$ cat src/rtl/systolic_array_os_if.sv
// Tile handshake bundle for the output-stationary systolic array.
// slave = array side, master = driver/sink side.
interface systolic_array_os_if #(
    parameter int ROWS   = 4,
    parameter int COLS   = 4,
    parameter int DATA_W = 8,
    parameter int ACC_W  = 20,
    parameter int K_MAX  = 64
) ();
    localparam int KW = $clog2(K_MAX + 1);

    logic                     start;
    logic [KW-1:0]            k_len;
    logic                     busy;
    logic                     done;
    logic                     in_valid;
    logic                     in_ready;
    logic [ROWS*DATA_W-1:0]   a_vec;
    logic [COLS*DATA_W-1:0]   b_vec;
    logic                     out_valid;
    logic                     out_ready;
    logic [ROWS*ACC_W-1:0]    out_data;

    modport slave (
        input  start, k_len, in_valid, a_vec, b_vec, out_ready,
        output busy, done, in_ready, out_valid, out_data
    );

    modport master (
        output start, k_len, in_valid, a_vec, b_vec, out_ready,
        input  busy, done, in_ready, out_valid, out_data
    );
endinterface

$ cat src/rtl/systolic_array_os.sv
// Output-stationary ROWS x COLS signed MAC array with input skew,
// k-length control FSM and column-by-column result drain.
module systolic_array_os #(
    parameter int ROWS   = 4,
    parameter int COLS   = 4,
    parameter int DATA_W = 8,
    parameter int ACC_W  = 20,
    parameter int K_MAX  = 64
) (
    input  logic               clk,
    input  logic               rst,
    systolic_array_os_if.slave bus
);
    localparam int KW = $clog2(K_MAX + 1);
    localparam int FW = $clog2(ROWS + COLS);
    localparam int CW = (COLS > 1) ? $clog2(COLS) : 1;
    localparam int PW = 2 * DATA_W;

    typedef enum logic [1:0] {S_IDLE, S_FEED, S_FLUSH, S_DRAIN} state_t;

    state_t        state_q, state_d;
    logic [KW-1:0] k_q, k_d, cnt_q, cnt_d, cnt_inc;
    logic [FW-1:0] fl_q, fl_d;
    logic [CW-1:0] col_q, col_d;
    logic          done_q, done_d;
    logic          adv, clr, beat;

    logic signed [DATA_W-1:0] ask_q [ROWS][ROWS];
    logic signed [DATA_W-1:0] ask_d [ROWS][ROWS];
    logic signed [DATA_W-1:0] bsk_q [COLS][COLS];
    logic signed [DATA_W-1:0] bsk_d [COLS][COLS];
    logic signed [DATA_W-1:0] a_q   [ROWS][COLS];
    logic signed [DATA_W-1:0] a_d   [ROWS][COLS];
    logic signed [DATA_W-1:0] b_q   [ROWS][COLS];
    logic signed [DATA_W-1:0] b_d   [ROWS][COLS];
    logic signed [ACC_W-1:0]  acc_q [ROWS][COLS];
    logic signed [ACC_W-1:0]  acc_d [ROWS][COLS];
    logic signed [DATA_W-1:0] a_w   [ROWS][COLS];
    logic signed [DATA_W-1:0] b_n   [ROWS][COLS];
    logic signed [PW-1:0]     prod  [ROWS][COLS];
    logic signed [DATA_W-1:0] a_in  [ROWS];
    logic signed [DATA_W-1:0] b_in  [COLS];

    assign cnt_inc = cnt_q + KW'(1);

    always_comb begin
        state_d = state_q;
        k_d     = k_q;
        cnt_d   = cnt_q;
        fl_d    = fl_q;
        col_d   = col_q;
        done_d  = 1'b0;
        adv     = 1'b0;
        clr     = 1'b0;
        beat    = 1'b0;
        unique case (state_q)
            S_IDLE: begin
                if (bus.start) begin
                    k_d   = (bus.k_len > KW'(K_MAX)) ? KW'(K_MAX) : bus.k_len;
                    cnt_d = '0;
                    col_d = '0;
                    clr   = 1'b1;
                    state_d = (bus.k_len == '0) ? S_DRAIN : S_FEED;
                end
            end
            S_FEED: begin
                adv  = 1'b1;
                beat = bus.in_valid;
                if (bus.in_valid) begin
                    cnt_d = cnt_inc;
                    if (cnt_inc == k_q) begin
                        state_d = S_FLUSH;
                        fl_d    = '0;
                    end
                end
            end
            S_FLUSH: begin
                adv  = 1'b1;
                fl_d = fl_q + FW'(1);
                if (fl_q == FW'(ROWS + COLS - 2)) begin
                    state_d = S_DRAIN;
                    col_d   = '0;
                end
            end
            S_DRAIN: begin
                if (bus.out_ready) begin
                    if (col_q == CW'(COLS - 1)) begin
                        state_d = S_IDLE;
                        done_d  = 1'b1;
                    end else begin
                        col_d = col_q + CW'(1);
                    end
                end
            end
        endcase
    end

    // Row 0 / column 0 see the slice directly; deeper lanes tap the skew chain.
    always_comb begin
        for (int i = 0; i < ROWS; i++)
            a_in[i] = beat ? $signed(bus.a_vec[i*DATA_W +: DATA_W]) : '0;
        for (int j = 0; j < COLS; j++)
            b_in[j] = beat ? $signed(bus.b_vec[j*DATA_W +: DATA_W]) : '0;
        a_w[0][0] = a_in[0];
        for (int i = 1; i < ROWS; i++)
            a_w[i][0] = ask_q[i][i-1];
        for (int i = 0; i < ROWS; i++)
            for (int j = 1; j < COLS; j++)
                a_w[i][j] = a_q[i][j-1];
        b_n[0][0] = b_in[0];
        for (int j = 1; j < COLS; j++)
            b_n[0][j] = bsk_q[j][j-1];
        for (int i = 1; i < ROWS; i++)
            for (int j = 0; j < COLS; j++)
                b_n[i][j] = b_q[i-1][j];
        for (int i = 0; i < ROWS; i++)
            for (int j = 0; j < COLS; j++)
                prod[i][j] = PW'(a_w[i][j]) * PW'(b_n[i][j]);
    end

    always_comb begin
        ask_d = ask_q;
        bsk_d = bsk_q;
        a_d   = a_q;
        b_d   = b_q;
        acc_d = acc_q;
        if (clr) begin
            ask_d = '{default: '0};
            bsk_d = '{default: '0};
            a_d   = '{default: '0};
            b_d   = '{default: '0};
            acc_d = '{default: '0};
        end else if (adv) begin
            for (int i = 0; i < ROWS; i++) begin
                ask_d[i][0] = a_in[i];
                for (int s = 1; s < ROWS; s++)
                    ask_d[i][s] = ask_q[i][s-1];
            end
            for (int j = 0; j < COLS; j++) begin
                bsk_d[j][0] = b_in[j];
                for (int s = 1; s < COLS; s++)
                    bsk_d[j][s] = bsk_q[j][s-1];
            end
            for (int i = 0; i < ROWS; i++)
                for (int j = 0; j < COLS; j++) begin
                    a_d[i][j]   = a_w[i][j];
                    b_d[i][j]   = b_n[i][j];
                    acc_d[i][j] = acc_q[i][j] + ACC_W'(prod[i][j]);
                end
        end
    end

    always_ff @(posedge clk) begin
        if (rst) begin
            state_q <= S_IDLE;
            k_q     <= '0;
            cnt_q   <= '0;
            fl_q    <= '0;
            col_q   <= '0;
            done_q  <= 1'b0;
            ask_q   <= '{default: '0};
            bsk_q   <= '{default: '0};
            a_q     <= '{default: '0};
            b_q     <= '{default: '0};
            acc_q   <= '{default: '0};
        end else begin
            state_q <= state_d;
            k_q     <= k_d;
            cnt_q   <= cnt_d;
            fl_q    <= fl_d;
            col_q   <= col_d;
            done_q  <= done_d;
            ask_q   <= ask_d;
            bsk_q   <= bsk_d;
            a_q     <= a_d;
            b_q     <= b_d;
            acc_q   <= acc_d;
        end
    end

    assign bus.in_ready  = (state_q == S_FEED);
    assign bus.out_valid = (state_q == S_DRAIN);
    assign bus.done      = done_q;
    assign bus.busy      = (state_q != S_IDLE) | done_q;

    always_comb begin
        bus.out_data = '0;
        if (state_q == S_DRAIN)
            for (int i = 0; i < ROWS; i++)
                bus.out_data[i*ACC_W +: ACC_W] = acc_q[i][col_q];
    end
endmodule
$ cat src/flat_wrapper.sv
// flat-port wrapper written by rule: the top's interface ports become plain ports
module systolic_array_os_flat 
#(
    parameter int ROWS   = 4,
    parameter int COLS   = 4,
    parameter int DATA_W = 8,
    parameter int ACC_W  = 20,
    parameter int K_MAX  = 64
)
  (clk, rst, bus_start, bus_k_len, bus_in_valid, bus_a_vec, bus_b_vec, bus_out_ready, bus_busy, bus_done, bus_in_ready, bus_out_valid, bus_out_data);
  systolic_array_os_if #(.ROWS(ROWS), .COLS(COLS), .DATA_W(DATA_W), .ACC_W(ACC_W), .K_MAX(K_MAX)) bus_i ();
  input  logic clk;
  input  logic rst;
  input wire logic [$bits(bus_i.start)-1:0] bus_start;
  input wire logic [$bits(bus_i.k_len)-1:0] bus_k_len;
  input wire logic [$bits(bus_i.in_valid)-1:0] bus_in_valid;
  input wire logic [$bits(bus_i.a_vec)-1:0] bus_a_vec;
  input wire logic [$bits(bus_i.b_vec)-1:0] bus_b_vec;
  input wire logic [$bits(bus_i.out_ready)-1:0] bus_out_ready;
  output wire logic [$bits(bus_i.busy)-1:0] bus_busy;
  output wire logic [$bits(bus_i.done)-1:0] bus_done;
  output wire logic [$bits(bus_i.in_ready)-1:0] bus_in_ready;
  output wire logic [$bits(bus_i.out_valid)-1:0] bus_out_valid;
  output wire logic [$bits(bus_i.out_data)-1:0] bus_out_data;
  assign bus_i.start = bus_start;
  assign bus_i.k_len = bus_k_len;
  assign bus_i.in_valid = bus_in_valid;
  assign bus_i.a_vec = bus_a_vec;
  assign bus_i.b_vec = bus_b_vec;
  assign bus_i.out_ready = bus_out_ready;
  assign bus_busy = bus_i.busy;
  assign bus_done = bus_i.done;
  assign bus_in_ready = bus_i.in_ready;
  assign bus_out_valid = bus_i.out_valid;
  assign bus_out_data = bus_i.out_data;
  systolic_array_os #(.ROWS(ROWS), .COLS(COLS), .DATA_W(DATA_W), .ACC_W(ACC_W), .K_MAX(K_MAX)) u_core (.clk(clk), .rst(rst), .bus(bus_i));
endmodule
$ cat config.mk
export PLATFORM = sky130hd
export DESIGN_NAME = systolic_array_os_flat
export DESIGN_NICKNAME = d
export VERILOG_FILES = /design/src/rtl/systolic_array_os_if.sv /design/src/rtl/systolic_array_os.sv /design/src/flat_wrapper.sv
export SDC_FILE = /design/constraint.sdc
export NUM_CORES = 2
export LEC_CHECK = 0
export ABC_AREA = 1
export CORE_ASPECT_RATIO = 0.7
export CORE_MARGIN = 10
export CORE_UTILIZATION = 43
export DETAILED_ROUTE_END_ITERATION = 7
export MAX_ROUTING_LAYER = met4
export SYNTH_ARGS = -nofsm -noshare
export SYNTH_HDL_FRONTEND = slang
export SYNTH_SLANG_ARGS = --single-unit
$ cat constraint.sdc
create_clock -name clk -period 7.5 [get_ports clk]
set_input_delay 1.5 -clock clk [delete_from_list [all_inputs] [get_ports clk]]
set_output_delay 1.5 -clock clk [all_outputs]
set_load 0.01 [all_outputs]
==> reports/qor.log <==
qor: outcome.run_status completed
qor: logic_synthesis.synth_area 86,000 um^2
qor: cells_and_area.filler_instances 19,885
qor: power.irDropWorstVdd 0.296 mV
qor: die.floorplan.die_area 219,000 um^2
qor: power.power.density 180 nW/um^2
qor: logic_synthesis.synthesis.nets 13,357
qor: critical_path.worst_setup_path_start_kind input port
qor: critical_path.crit-reg2reg-capture u_core.acc_q[318]
qor: critical_path.cp-end-kind flip-flop
qor: sta.layout_setup_ws 1.13 ns
qor: logic_synthesis.postSynth.asyncResetShare 0%
qor: sta.worst_pin_slew 1.29 ns
qor: drt.routed_wirelength 250,000 um
qor: clock_network.cts_made_buffers 79
qor: die.floorplan.io_pins 160
qor: drt.ant_nets 0
qor: die.initial_core_util 43.2%
qor: logic_synthesis.number_of_enable_flip_flop_cells_after_synthesis 0
qor: sta.tns 0 ns
qor: logic_synthesis.yosys.cell_types.count 42
qor: die.core_area 199,000 um^2
qor: flow_run.max_cap_violations 0
qor: worst_hold_path.worst_hold_path.num_cells 2
qor: critical_path.timing.reg2reg.worst_path_depth 21
qor: power.p_leak 50.0 nW
qor: sta.maxClockFrequency 157 MHz
qor: logic_synthesis.synth-warning-count 0
qor: drt.drcViolationCount 0
qor: logic_synthesis.synth_top_area_share 32.8%
qor: global_routing.grt_max_degree 179
qor: drt.dr_total_vias 68,470
qor: logic_synthesis.post_synthesis_register_bit_count 630
qor: sta.finalWorstPathRequiredPeriod 6.37 ns
qor: global_routing.vias_in_the_first_global_route 68,787
qor: die.floorplan.die.height 394 um
qor: logic_synthesis.dominant_register_cell_in_the_synthesized_netlist sky130_fd_sc_hd__dfxtp_1
qor: cells_and_area.finalCoreUtilization 46.4%
qor: sta.worst_slew_margin_rel 13.4%
qor: global_routing.grt_util_all_layers 23.5%
qor: clock_network.cts_setup_buffers 0
qor: drt.wl_per_cell 18.3 um
qor: die.row_count 137
qor: drt.drt_iter0_markers 5,625
qor: global_routing.wire_length_of_the_first_global_routing_pass 398,000 um
qor: logic_synthesis.synthesis.instances 11,127
qor: placed_design.detailedPlacementHpwl 203,000 um
qor: clock_network.clock_tree_from_tritoncts yes
qor: cells_and_area.drive_above_1_share 2.99%
qor: clock_network.clock_sinks 630
qor: global_routing.number_of_antenna_violations_at_the_first_check_in_global_routing 6
qor: critical_path.cp_data_required_time 8.12 ns
qor: logic_synthesis.synth_sequential_area_ratio 14.7%
qor: global_routing.globalRouteOverflowTotal 0
qor: cells_and_area.layout.nets 13,161
qor: clock_network.postCtsResizedCells 0
qor: critical_path.critPathLaunch bus_in_valid
qor: critical_path.path_max_fanout 25
qor: placed_design.placed_cells_incl_taps 13,491
qor: sta.final-max-slew-violation-count 0
qor: placed_design.preCtsSetupSlack 0.420 ns
qor: clock_network.clock_insertion_delay_worst_skew 0.73 ns
qor: critical_path.worstSetupEndpoint u_core.acc_q[318]
qor: cells_and_area.area_growth 7.41%
qor: critical_path.timing.critical_path.arrival 6.98 ns
qor: sta.final_clock_skew 0.0418 ns
qor: logic_synthesis.synth_top_cell_by_area sky130_fd_sc_hd__fa_1
qor: cells_and_area.instances_no_fill 13,638
qor: placed_design.finalWeightedCongestion 0.927
qor: critical_path.r2r_setup_slack 1.52 ns
qor: sta.hold_viol_final 0
qor: clock_network.clock_transition_at_path_regs 0.06 ns
qor: clock_network.cts.htree.levels 3
qor: sta.finalCritPeriodShare 84.9%
qor: placed_design.placement.io_buffers 159
qor: sta.timing.final.setup_violations 0
qor: sta.grt_setup_unrepaired false
qor: clock_network.holdBufCountCts 0
qor: worst_hold_path.timing.hold.worst.class reg -> reg
qor: drt.vias_per_cell 5.02
qor: clock_network.cts.path.max_buffers 3
qor: sta.holdWs 0.457 ns
qor: clock_network.clock-root-buffer sky130_fd_sc_hd__clkbuf_16
qor: drt.pre_antenna_drt_iters 6
qor: die.dieWidth 555 um
qor: logic_synthesis.postSynthAreaPerCell 7.73 um^2
qor: critical_path.path_class in -> reg
qor: logic_synthesis.ys_top_cells_by_area sky130_fd_sc_hd__fa_1 (33%), sky130_fd_sc_hd__dfxtp_1 (15%), sky130_fd_sc_hd__inv_1 (12%), sky130_fd_sc_hd__ha_1 (11%), sky130_fd_sc_hd__nand2_1 (9.8%)
qor: critical_path.worst_r2r_startpoint u_core.state_q[1]
-- cell type report --
type | count | area, um^2 | area share [%]
multi-input combinational | 7126 | 60700 | 65.7
sequential | 630 | 12600 | 13.7
inverter | 2861 | 10800 | 11.6
tap | 2641 | 3300 | 3.58
clock buffer | 108 | 2280 | 2.47
timing repair buffer | 233 | 2210 | 2.39
clock inverter | 35 | 547 | 0.592
antenna | 4 | 10.0 | 0.0108
-- per-layer routing --
metal / GRT usage [%] / up-vias / share of wire (%)
met4: 5.07 / 0 / 2.3
met5: - / - / 0
met3: 5.28 / 257 / 8.3
met1: 35.0 / 33471 / 49
li1: - / 32755 / -
met2: 32.1 / 1987 / 40
-- critical path, stage by stage --
cell and delay, ns:
sky130_fd_sc_hd__clkdlybuf4s50_1 0.49, sky130_fd_sc_hd__nand2_1 0.26, sky130_fd_sc_hd__inv_2 0.13, sky130_fd_sc_hd__buf_4 0.34, sky130_fd_sc_hd__nand2_1 0.17, sky130_fd_sc_hd__fa_1 0.56, sky130_fd_sc_hd__inv_1 0.05, sky130_fd_sc_hd__fa_1 0.51
sky130_fd_sc_hd__fa_1 0.57, sky130_fd_sc_hd__fa_1 0.45, sky130_fd_sc_hd__fa_1 0.45, sky130_fd_sc_hd__ha_1 0.37, sky130_fd_sc_hd__a21oi_1 0.20, sky130_fd_sc_hd__nand2_1 0.16, sky130_fd_sc_hd__a21oi_1 0.29, sky130_fd_sc_hd__o211ai_1 0.15
sky130_fd_sc_hd__nand2_1 0.08, sky130_fd_sc_hd__nand2_1 0.04, sky130_fd_sc_hd__o21ai_0 0.16, sky130_fd_sc_hd__inv_1 0.05
-- how the worst min path moves through the flow --
stage                                  from                end
after floorplan           u_core.acc_q[101]  u_core.acc_q[101]
after global placement    u_core.acc_q[184]  u_core.acc_q[184]
after detailed placement  u_core.acc_q[281]  u_core.acc_q[281]
after CTS                 u_core.acc_q[281]  u_core.acc_q[281]
after global routing      u_core.acc_q[285]  u_core.acc_q[285]
final                     u_core.acc_q[281]  u_core.acc_q[281]
-- cell usage in the layout, fill, tap and decap left out, drive strengths merged, types with 15 or more instances in the layout --
cell type	Yosys	routed
fa	1408	1408
o21ai	439	439
dfxtp	630	630
xnor2	105	105
a21o	20	20
nor2	336	336
o211ai	25	25
clkbuf	397	108
nand2	2244	2244
nor3	32	32
clkdlybuf4s50	0	159
nand4	31	31
o31ai	15	15
a21oi	1034	1034
or2	98	98
buf	113	74
nand3b	45	45
nand3	348	348
a31oi	28	28
inv	2861	2865
xor2	129	129
o21bai	15	15
ha	746	746
-- per-stage QoR --
step | total power [W] | cell area, um^2
after global placement | 0.0122 | 89600
after CTS | 0.0167 | 92400
after detailed placement | 0.0123 | 89600
after floorplan | 0.00972 | 86000
after global routing | 0.0179 | 92400
final | 0.0166 | 92400
-- synth_stat cells, drive strengths merged (45+ instances only) --
cell / instances
xnor2: 105
ha: 746
nand2: 2244
nor2: 336
fa: 1408
clkbuf: 397
o21ai: 439
nand3: 348
inv: 2861
a21oi: 1034
xor2: 129
or2: 98
buf: 113
dfxtp: 630
nand3b: 45
-- flip-flops by register name, indices dropped and copies added (netlist names) --
| name | cells |
|---|---|
| u_core.a_w | 24 |
| u_core.a_q | 96 |
| u_core.acc_q | 320 |
| u_core.bus.done | 1 |
| u_core.col_q | 2 |
| u_core.k_q | 7 |
| u_core.cnt_q | 7 |
| u_core.state_q | 2 |
| u_core.ask_q | 24 |
| u_core.fl_q | 3 |
| u_core.bsk_q | 24 |
| u_core.b_n | 120 |
-- report_power, final --
| group | internal (W) | switching [W] |
|---|---|---|
| combinational | 0.00240 | 0.00568 |
| clock | 0.00252 | 0.00180 |
| sequential | 0.00381 | 0.000427 |
-- logic make-up (layout without fill, tap and decap cells) --
family | Yosys count | after routing | synth area share (%)
AOI/OAI and AO/OA | 1600 | 1600 | 9.64
xor gates and xnor gates | 234 | 234 | 2.38
adders and majority gates | 2154 | 2154 | 43.6
buffers and inverters | 3371 | 3237 | 14.8
DFF | 630 | 630 | 14.7
other | 0 | 4 | 0
and+or+nand+nor | 3138 | 3138 | 14.9
No activity file was read; power rests on OpenSTA's default activity.
